## src/rtl/right_shift_sequencer_pkg.sv

```systemverilog
// Shared types and constants for the multi-cycle right shifter and the
// single-bit right_shift_register stage it feeds.
package right_shift_sequencer_pkg;

  typedef enum logic [1:0] {
    StIdle,
    StShift,
    StDone
  } state_e;

  // Fill-mode encoding shared with right_shift_register users.
  localparam logic ModeArith = 1'b0;
  localparam logic ModeLogic = 1'b1;

endpackage

```

## src/rtl/right_shift_sequencer_if.sv

```systemverilog
// Request/response bundle of the right shift sequencer; the requester holds
// the master modport and the sequencer holds the slave modport.
interface right_shift_sequencer_if #(
  parameter int unsigned width = 16,
  parameter int unsigned amt_w = 4
);

  logic             start;
  logic [width-1:0] data_in;
  logic [amt_w-1:0] shift_amt;
  logic             mode;
  logic             busy;
  logic             done;
  logic [width-1:0] result;

  modport master (
    output start,
    output data_in,
    output shift_amt,
    output mode,
    input  busy,
    input  done,
    input  result
  );

  modport slave (
    input  start,
    input  data_in,
    input  shift_amt,
    input  mode,
    output busy,
    output done,
    output result
  );

endinterface

```

## src/rtl/right_shift_sequencer_shift_down_counter.sv

```systemverilog
// Loadable down counter that saturates at zero; last flags the final
// decrement so the owner can leave its counting state on that edge.
module shift_down_counter #(
  parameter int unsigned amt_w = 4
) (
  input  logic             clk,
  input  logic             reset,
  input  logic             load,
  input  logic [amt_w-1:0] load_val,
  input  logic             dec,
  output logic [amt_w-1:0] count,
  output logic             last
);

  logic [amt_w-1:0] count_q;

  always_ff @(posedge clk or posedge reset) begin
    if (reset) begin
      count_q <= '0;
    end else if (load) begin
      count_q <= load_val;
    end else if (dec && (count_q != '0)) begin
      count_q <= count_q - amt_w'(1);
    end
  end

  assign count = count_q;
  assign last  = (count_q == amt_w'(1));

endmodule

```

## src/rtl/right_shift_sequencer.sv

```systemverilog
// Variable-distance arithmetic/logical right shifter that applies one bit of
// shift per clock and pulses done for one cycle when the word is complete.
module right_shift_sequencer
  import right_shift_sequencer_pkg::*;
#(
  parameter int unsigned width = 16,
  parameter int unsigned amt_w = 4
) (
  input  logic                    clk,
  input  logic                    reset,
  right_shift_sequencer_if.slave  bus
);

  state_e           state_q, state_d;
  logic [width-1:0] result_q;
  logic             mode_q;
  logic             accept;
  logic             fill;
  logic [amt_w-1:0] cnt;
  logic             cnt_last;

  // A start seen mid-shift is dropped; DONE accepts it as a back-to-back op.
  assign accept = bus.start && (state_q != StShift);

  shift_down_counter #(
    .amt_w (amt_w)
  ) u_counter (
    .clk      (clk),
    .reset    (reset),
    .load     (accept),
    .load_val (bus.shift_amt),
    .dec      (state_q == StShift),
    .count    (cnt),
    .last     (cnt_last)
  );

  always_ff @(posedge clk or posedge reset) begin
    if (reset) begin
      state_q <= StIdle;
    end else begin
      state_q <= state_d;
    end
  end

  always_comb begin
    state_d = state_q;
    unique case (state_q)
      StIdle: begin
        if (accept) state_d = (bus.shift_amt == '0) ? StDone : StShift;
      end
      StShift: begin
        if (cnt_last) state_d = StDone;
      end
      StDone: begin
        if (accept) state_d = (bus.shift_amt == '0) ? StDone : StShift;
        else        state_d = StIdle;
      end
      default: state_d = StIdle;
    endcase
  end

  // Sign fill reads the live MSB, which still holds the original sign bit.
  assign fill = (mode_q == ModeArith) ? result_q[width-1] : 1'b0;

  always_ff @(posedge clk or posedge reset) begin
    if (reset) begin
      result_q <= '0;
      mode_q   <= ModeArith;
    end else if (accept) begin
      result_q <= bus.data_in;
      mode_q   <= bus.mode;
    end else if (state_q == StShift) begin
      result_q <= {fill, result_q[width-1:1]};
    end
  end

  assign bus.busy   = (state_q == StShift);
  assign bus.done   = (state_q == StDone);
  assign bus.result = result_q;

  a_shift_count_nonzero: assert property (
    @(posedge clk) disable iff (reset) (state_q == StShift) |-> (cnt != '0)
  );

endmodule

```

## src/flat_wrapper.sv

```systemverilog
// flat-port wrapper written by rule: the top's interface ports become plain ports
module right_shift_sequencer_flat import right_shift_sequencer_pkg::*;
#(
  parameter int unsigned width = 16,
  parameter int unsigned amt_w = 4
)
  (clk, reset, bus_start, bus_data_in, bus_shift_amt, bus_mode, bus_busy, bus_done, bus_result);
  right_shift_sequencer_if #(.width(width), .amt_w(amt_w)) bus_i ();
  input  logic clk;
  input  logic reset;
  input wire logic [$bits(bus_i.start)-1:0] bus_start;
  input wire logic [$bits(bus_i.data_in)-1:0] bus_data_in;
  input wire logic [$bits(bus_i.shift_amt)-1:0] bus_shift_amt;
  input wire logic [$bits(bus_i.mode)-1:0] bus_mode;
  output wire logic [$bits(bus_i.busy)-1:0] bus_busy;
  output wire logic [$bits(bus_i.done)-1:0] bus_done;
  output wire logic [$bits(bus_i.result)-1:0] bus_result;
  assign bus_i.start = bus_start;
  assign bus_i.data_in = bus_data_in;
  assign bus_i.shift_amt = bus_shift_amt;
  assign bus_i.mode = bus_mode;
  assign bus_busy = bus_i.busy;
  assign bus_done = bus_i.done;
  assign bus_result = bus_i.result;
  right_shift_sequencer #(.width(width), .amt_w(amt_w)) u_core (.clk(clk), .reset(reset), .bus(bus_i));
endmodule
```

## config.mk

```make
export PLATFORM = sky130hd
export DESIGN_NAME = right_shift_sequencer_flat
export DESIGN_NICKNAME = d
export VERILOG_FILES = /design/src/rtl/right_shift_sequencer_pkg.sv /design/src/rtl/right_shift_sequencer_if.sv /design/src/rtl/right_shift_sequencer_shift_down_counter.sv /design/src/rtl/right_shift_sequencer.sv /design/src/flat_wrapper.sv
export SDC_FILE = /design/constraint.sdc
export NUM_CORES = 1
export LEC_CHECK = 0
export ABC_AREA = 0
export BUFFER_PORTS_ARGS = -buffer_cell sky130_fd_sc_hd__clkbuf_2
export CAP_MARGIN = 20
export CORE_ASPECT_RATIO = 0.75
export CORE_MARGIN = 1
export CORE_UTILIZATION = 40
export DETAILED_ROUTE_END_ITERATION = 8
export PLACE_DENSITY = 0.66
export SETUP_SLACK_MARGIN = 0.5
export SLEW_MARGIN = 5
export SYNTH_ARGS = -nofsm -noshare
export SYNTH_HDL_FRONTEND = slang
export SYNTH_HIERARCHICAL = 1
export SYNTH_SLANG_ARGS = --single-unit
```

## constraint.sdc

```tcl
create_clock -name clk -period 1.65 [get_ports clk]
set_input_delay 0.33 -clock clk [delete_from_list [all_inputs] [get_ports clk]]
set_output_delay 0.33 -clock clk [all_outputs]
set_load 0.01 [all_outputs]
```

# == Word level (Yosys, flattened, before mapping) ==
# Index checks and enable logic that the tools add are counted.
# totals
input_bits,24
ff_bits,23
# classes
n_eq_ne,6
muxes,10
addsub,1
n_reduce_logical,10
# ops
cell,n
$mux W16,2
$mux W2,4
$mux W4,2
$ne A2 B1 Y1 const B,3
$pmux W2 S3,1
$reduce_bool A2 Y1,3
$eq A4 B1 Y1 const B,1
$logic_not A4 Y1,1
$reduce_and A2 Y1,2
$reduce_bool A4 Y1,1
$sub A4 B1 Y4 const B,1
$eq A2 B1 Y1 const B,1
$eq A2 B2 Y1 const B,1
$logic_and A1 B1 Y1,2
$logic_not A2 Y1,1
$mux W1,1

# == Logic depth before layout (Yosys ltp) ==
# depth
depth_word,4
depth_mapped,7
mapped_depth_nobuf,6

# == By module ==
# Netlist, hierarchy kept.
# modules_own_cells
module,area_each_um2,seq_area_each_um2,n_inst,cells_each
right_shift_sequencer,919.6,475.5,1,83
shift_down_counter,286.5,100.1,1,30

# == Least setup slack after synthesis ==
# Ideal clock, no wire load.
# synth_timing
path_kind,register -> register
from,register u_core.state_q[1]
to,register u_core.u_counter.count_q[3] (netlist: u_core/u_counter/count[3])
path_buffers,1
path_slack_ns,0.215
period_less_slack_ns,1.435
arrival_time_ns,1.309
stages_incl_launch_ff,7
setup_ns,0.126
cell_sequence,dfrtp_1 nand2b_4 clkinv_4 buf_4 nor4b_2 nor3b_1 a221o_1
# synth_via
elab_chain_cells,3
word_cells_on_any_way,6
classes_between,eq/ne: 2; mux: 1; reduce/logical: 3
# synth_rtl
element,line,rtl
from (decl),right_shift_sequencer.sv:14,"state_e state_q, state_d;"
from (signal assigned),right_shift_sequencer.sv:39,state_q <= StIdle;
from (signal assigned),right_shift_sequencer.sv:41,state_q <= state_d;
$eq A2 B1 Y1,--,
net bus_busy,flat_wrapper.sv:15,output wire logic [$bits(bus_i.busy)-1:0] bus_busy;
$logic_and A1 B1 Y1,right_shift_sequencer_shift_down_counter.sv:22,end else if (dec && (count_q != '0)) begin
$reduce_bool A2 Y1 (no line),--,
to (signal assigned),right_shift_sequencer_shift_down_counter.sv:21,count_q <= load_val;
to (signal assigned),right_shift_sequencer_shift_down_counter.sv:23,count_q <= count_q - amt_w'(1);
to (decl),right_shift_sequencer_shift_down_counter.sv:15,logic [amt_w-1:0] count_q;
# The timed path passes the listed nets, and every way through them passes these cells.
# A chain may end at the register's enable or synchronous reset.

# == Worst setup path in the final report ==
# layout_timing
from,register u_core.u_counter.count_q[1] (netlist: u_core/u_counter/count[1])
to,register u_core.u_counter.count_q[1] (netlist: u_core/u_counter/count[1])
# layout_via
elab_chain_cells,3
word_cells_on_any_way,6
classes_between,add/sub: 1; mux: 2; reduce/logical: 3
# layout_rtl
element,line
$sub A4 B1 Y4 or $reduce_bool A4 Y1 (tied branches),"right_shift_sequencer_shift_down_counter.sv:23, right_shift_sequencer_shift_down_counter.sv:22"
$mux W4 or $logic_and A1 B1 Y1 (tied branches),right_shift_sequencer_shift_down_counter.sv:22
$mux W4 or $reduce_bool A2 Y1 (tied branches),--
# Parallel ways exist; a longest one is shown, timed or not. The select of a mux whose other input is x is not followed.

==> summary.md <==
| Metric | Value |
|---|---|
| DRT iter0 DRCs | `32` |
| Final setup violating endpoints | `0` |
| Core ar. | `2740 um2` |
| Power density cells | `2090 nW/um2` |
| Final TNS setup | `0 ns` |
| Fin nets | `215` |
| Clock slew at the register clock pins of the worst setup and hold paths | `0.08 ns` |
| DIE WIDTH | `65.4 um` |
| Max-cap violation count | `0` |
| Slew margin rel. | `49.7%` |
| Final HPWL DP | `1860 um` |
| Worst Path Arrival | `1.65 ns` |
| Depth of the worst register-to-register path | `5` |
| Crit path depth | `5` |
| Startpoint types | `flop` |
| Max frequency | `689 MHz` |
| Status | `finished clean` |
| R2r endpoint | `u_core/u_counter/count[1]` |
| Seq cells post-synth | `23` |
| RSZ-0062 raised after global routing | `true` |
| CTS Root Cell | `clkbuf_8` |
| Routed vias | `1142` |
| Slew Limit Fails | `0` |
| CTS Buffer Depth | `2` |
| RePlAce Congestion | `0.858` |
| Synth area leader | `dfrtp_1` |
| CTS Buf Count | `3` |
| Via density | `5.10` |
| Measured slew at the worst slew-check pin | `0.753 ns` |
| Critical-path maximum fanout | `3` |
| Starting density of the core | `44.0%` |
| Drt drc | `0` |
| Routed Antenna Nets | `0` |
| Tcrit/Tclk final | `88.0%` |
| # port buffers | `41` |
| Share of layout cells above drive strength 1 | `61.7%` |
| Final setup margin | `0.198 ns` |
| DIE AREA | `3240 um2` |
| Overflow after GRT | `0` |
| CTS tree | `yes` |
| Final instance area | `1980 um2` |
| Cells after DPL | `187` |
| Register area share after synthesis | `47.7%` |
| Worst path required time | `1.85 ns` |
| Crit path kind | `reg -> reg` |
| Largest net degree at the start of global routing | `27` |
| Cell Area, Placed | `1440 um2` |
| Synthesized instance count | `113` |
| Layout fillers | `173` |
| # IOs | `42` |
| Critical Path End | `u_core/u_counter/count[1]` |
| Top cells by area, synth | `dfrtp_1 (48%), mux2i_1 (14%), nand2_1 (6.5%)` |
| Die Ht | `49.6 um` |
| Multi-input gate area | `704 um2` |
| H-tree Lvls | `1` |
| Final Util | `72.2%` |
| Post-synth cell types | `30` |
| Crit path capture type | `flop` |
| Post-synthesis cell area | `1210 um2` |
| Synth warnings | `6` |
| Final WL | `3610 um` |
| Worst vdd ir | `1.15 mV` |
| TritonRoute pass-1 iters | `4` |
| Crit path from | `u_core/u_counter/count[1]` |
| Sequential Area | `576 um2` |
| Final total power | `4.14 mW` |
| R2R Path Start | `u_core/u_counter/count[1]` |
| First-pass GRT wire length | `4770 um` |
| Cell Chain, Critical Path | `inv_2 > ha_4 > or3b_4 > a31o_1 > o21ai_1` |
| Vias in the first global route | `1056` |
| Skew final | `0.00415 ns` |
| Pre-CTS WS | `0.156 ns` |
| Syn_area_per_cell | `10.7 um2` |
| Critical-path top delay cell | `dfrtp_1` |
| Syn Nets | `139` |
| # rows | `16` |
| Diodes inserted | `0` |
| Reg-to-reg setup timing slack | `0.20 ns` |
| CP delay by family, top | `flip-flops` |
| All-Layer GR Usage | `19.2%` |
| Clk sink count | `23` |
| Initial antenna violation count | `0` |
| Smallest hold slack | `0.180 ns` |
| Final hold viol count | `0` |
| Worst path bufs/invs | `1` |
| Avg WL per Cell | `16.1 um` |
| Worst min path class | `in -> async` |
| Worst path max stage delay | `0.40 ns` |
| Top cell type's share of synthesized area | `47.7%` |
| Non-filler cells, final | `224` |
| Clock latency on the worst-skew pair | `0.26 ns` |
| Layout area overhead | `64.1%` |
| Min Clock Period, post-route | `1.45 ns` |
| Leakage | `1.03 nW` |
[layout make-up]
type | count | share of cell area (%)
Clock buffer | 3 | 2.09
Clock inverter | 1 | 0.253
Inverter | 6 | 1.77
Multi-Input combinational cell | 78 | 35.6
Sequential cell | 23 | 29.1
Tap cell | 36 | 2.28
Timing Repair Buffer | 77 | 29.0
[metal layers]
| metal | vias to the layer above | track usage [%] | share of wire, % | routed length (um) |
|---|---|---|---|---|
| li1 | 549 | - | - | - |
| met1 | 552 | 24.5 | 45 | 1630 |
| met2 | 37 | 32.8 | 49 | 1780 |
| met3 | 4 | 5.32 | 4.2 | 150 |
| met4 | 0 | 3.26 | 1.4 | 50 |
| met5 | - | 0 | 0 | 0 |
[power breakdown]
group          switching, mW  internal [mW]
sequential             0.252          0.837
combinational           1.25           1.45
clock                  0.175          0.168
total                   1.68           2.46
[cells in the mapped netlist]
master	number
o32ai_1	1
buf_2	1
inv_1	4
a31o_1	1
and2b_1	1
nor4b_2	1
nor2_4	1
buf_8	1
a221o_1	1
or3b_4	1
o21ai_0	3
nor3_1	1
nand2b_4	1
nor4_2	1
clkinv_4	1
a21oi_1	2
nor2b_1	1
ha_1	2
buf_6	1
buf_4	3
nor3b_1	3
nand2_1	21
and4b_1	1
o311ai_1	1
mux2i_1	17
mux2_4	1
o21ai_1	15
inv_2	1
a22o_1	1
dfrtp_1	23
[flip-flops by register name, summed over array words and instances (netlist names)]
| signal | flops |
|---|---|
| u_core/mode_q | 1 |
| u_core/state_q | 2 |
| u_core/u_counter/count | 4 |
| u_core/bus.result | 16 |
[cells by family (layout without fill, tap and decap cells)]
kind of cell	count (synthesis)	in the layout	synth area share (%)
buffers and inverters	12	87	6.74
AND/OR/NAND/NOR	33	33	16.1
adder cells (fa/ha/maj)	2	2	2.07
AO/OA/AOI/OAI	25	25	12.0
multiplexers	18	18	15.4
flip-flops	23	23	47.7
[cell usage in the layout, fill, tap and decap left out, types with 2 or more instances in the layout]
master     instances
clkbuf_2          37
buf_4             26
dfrtp_1           23
mux2i_1           17
o21ai_1           10
nand2_4            8
nand2_2            7
o21ai_2            7
buf_6              6
nand2_1            6
clkbuf_8           3
inv_2              3
clkbuf_16          2
buf_2              2
inv_1              2
buf_12             2
a21oi_1            2
nor3b_1            2
[worst min-delay path by stage]
| stage | slack (ns) | cells after the start | end | startpoint |
|---|---|---|---|---|
| final | 0.18 | 2 | u_core/state_q[0] | reset |
| after CTS | 0.19 | 2 | u_core/state_q[0] | reset |
| after detailed placement | 0.22 | 2 | u_core/u_counter/count[2] | reset |
| after global routing | 0.24 | 2 | u_core/bus.result[9] | reset |
| after floorplan | 0.1 | 1 | u_core/u_counter/count[0] | reset |
| after global placement | 0.22 | 2 | u_core/u_counter/count[2] | reset |
[timing repair]
item	CTS	global route
hold endpoints to repair	4	0
pin swaps	8	23
buffers inserted	12	17
gates cloned	0	3
setup endpoints to repair	23	39
hold buffers	1	0
gates resized for setup	12	44
Note: power is estimated with default switching activity, not from simulation.
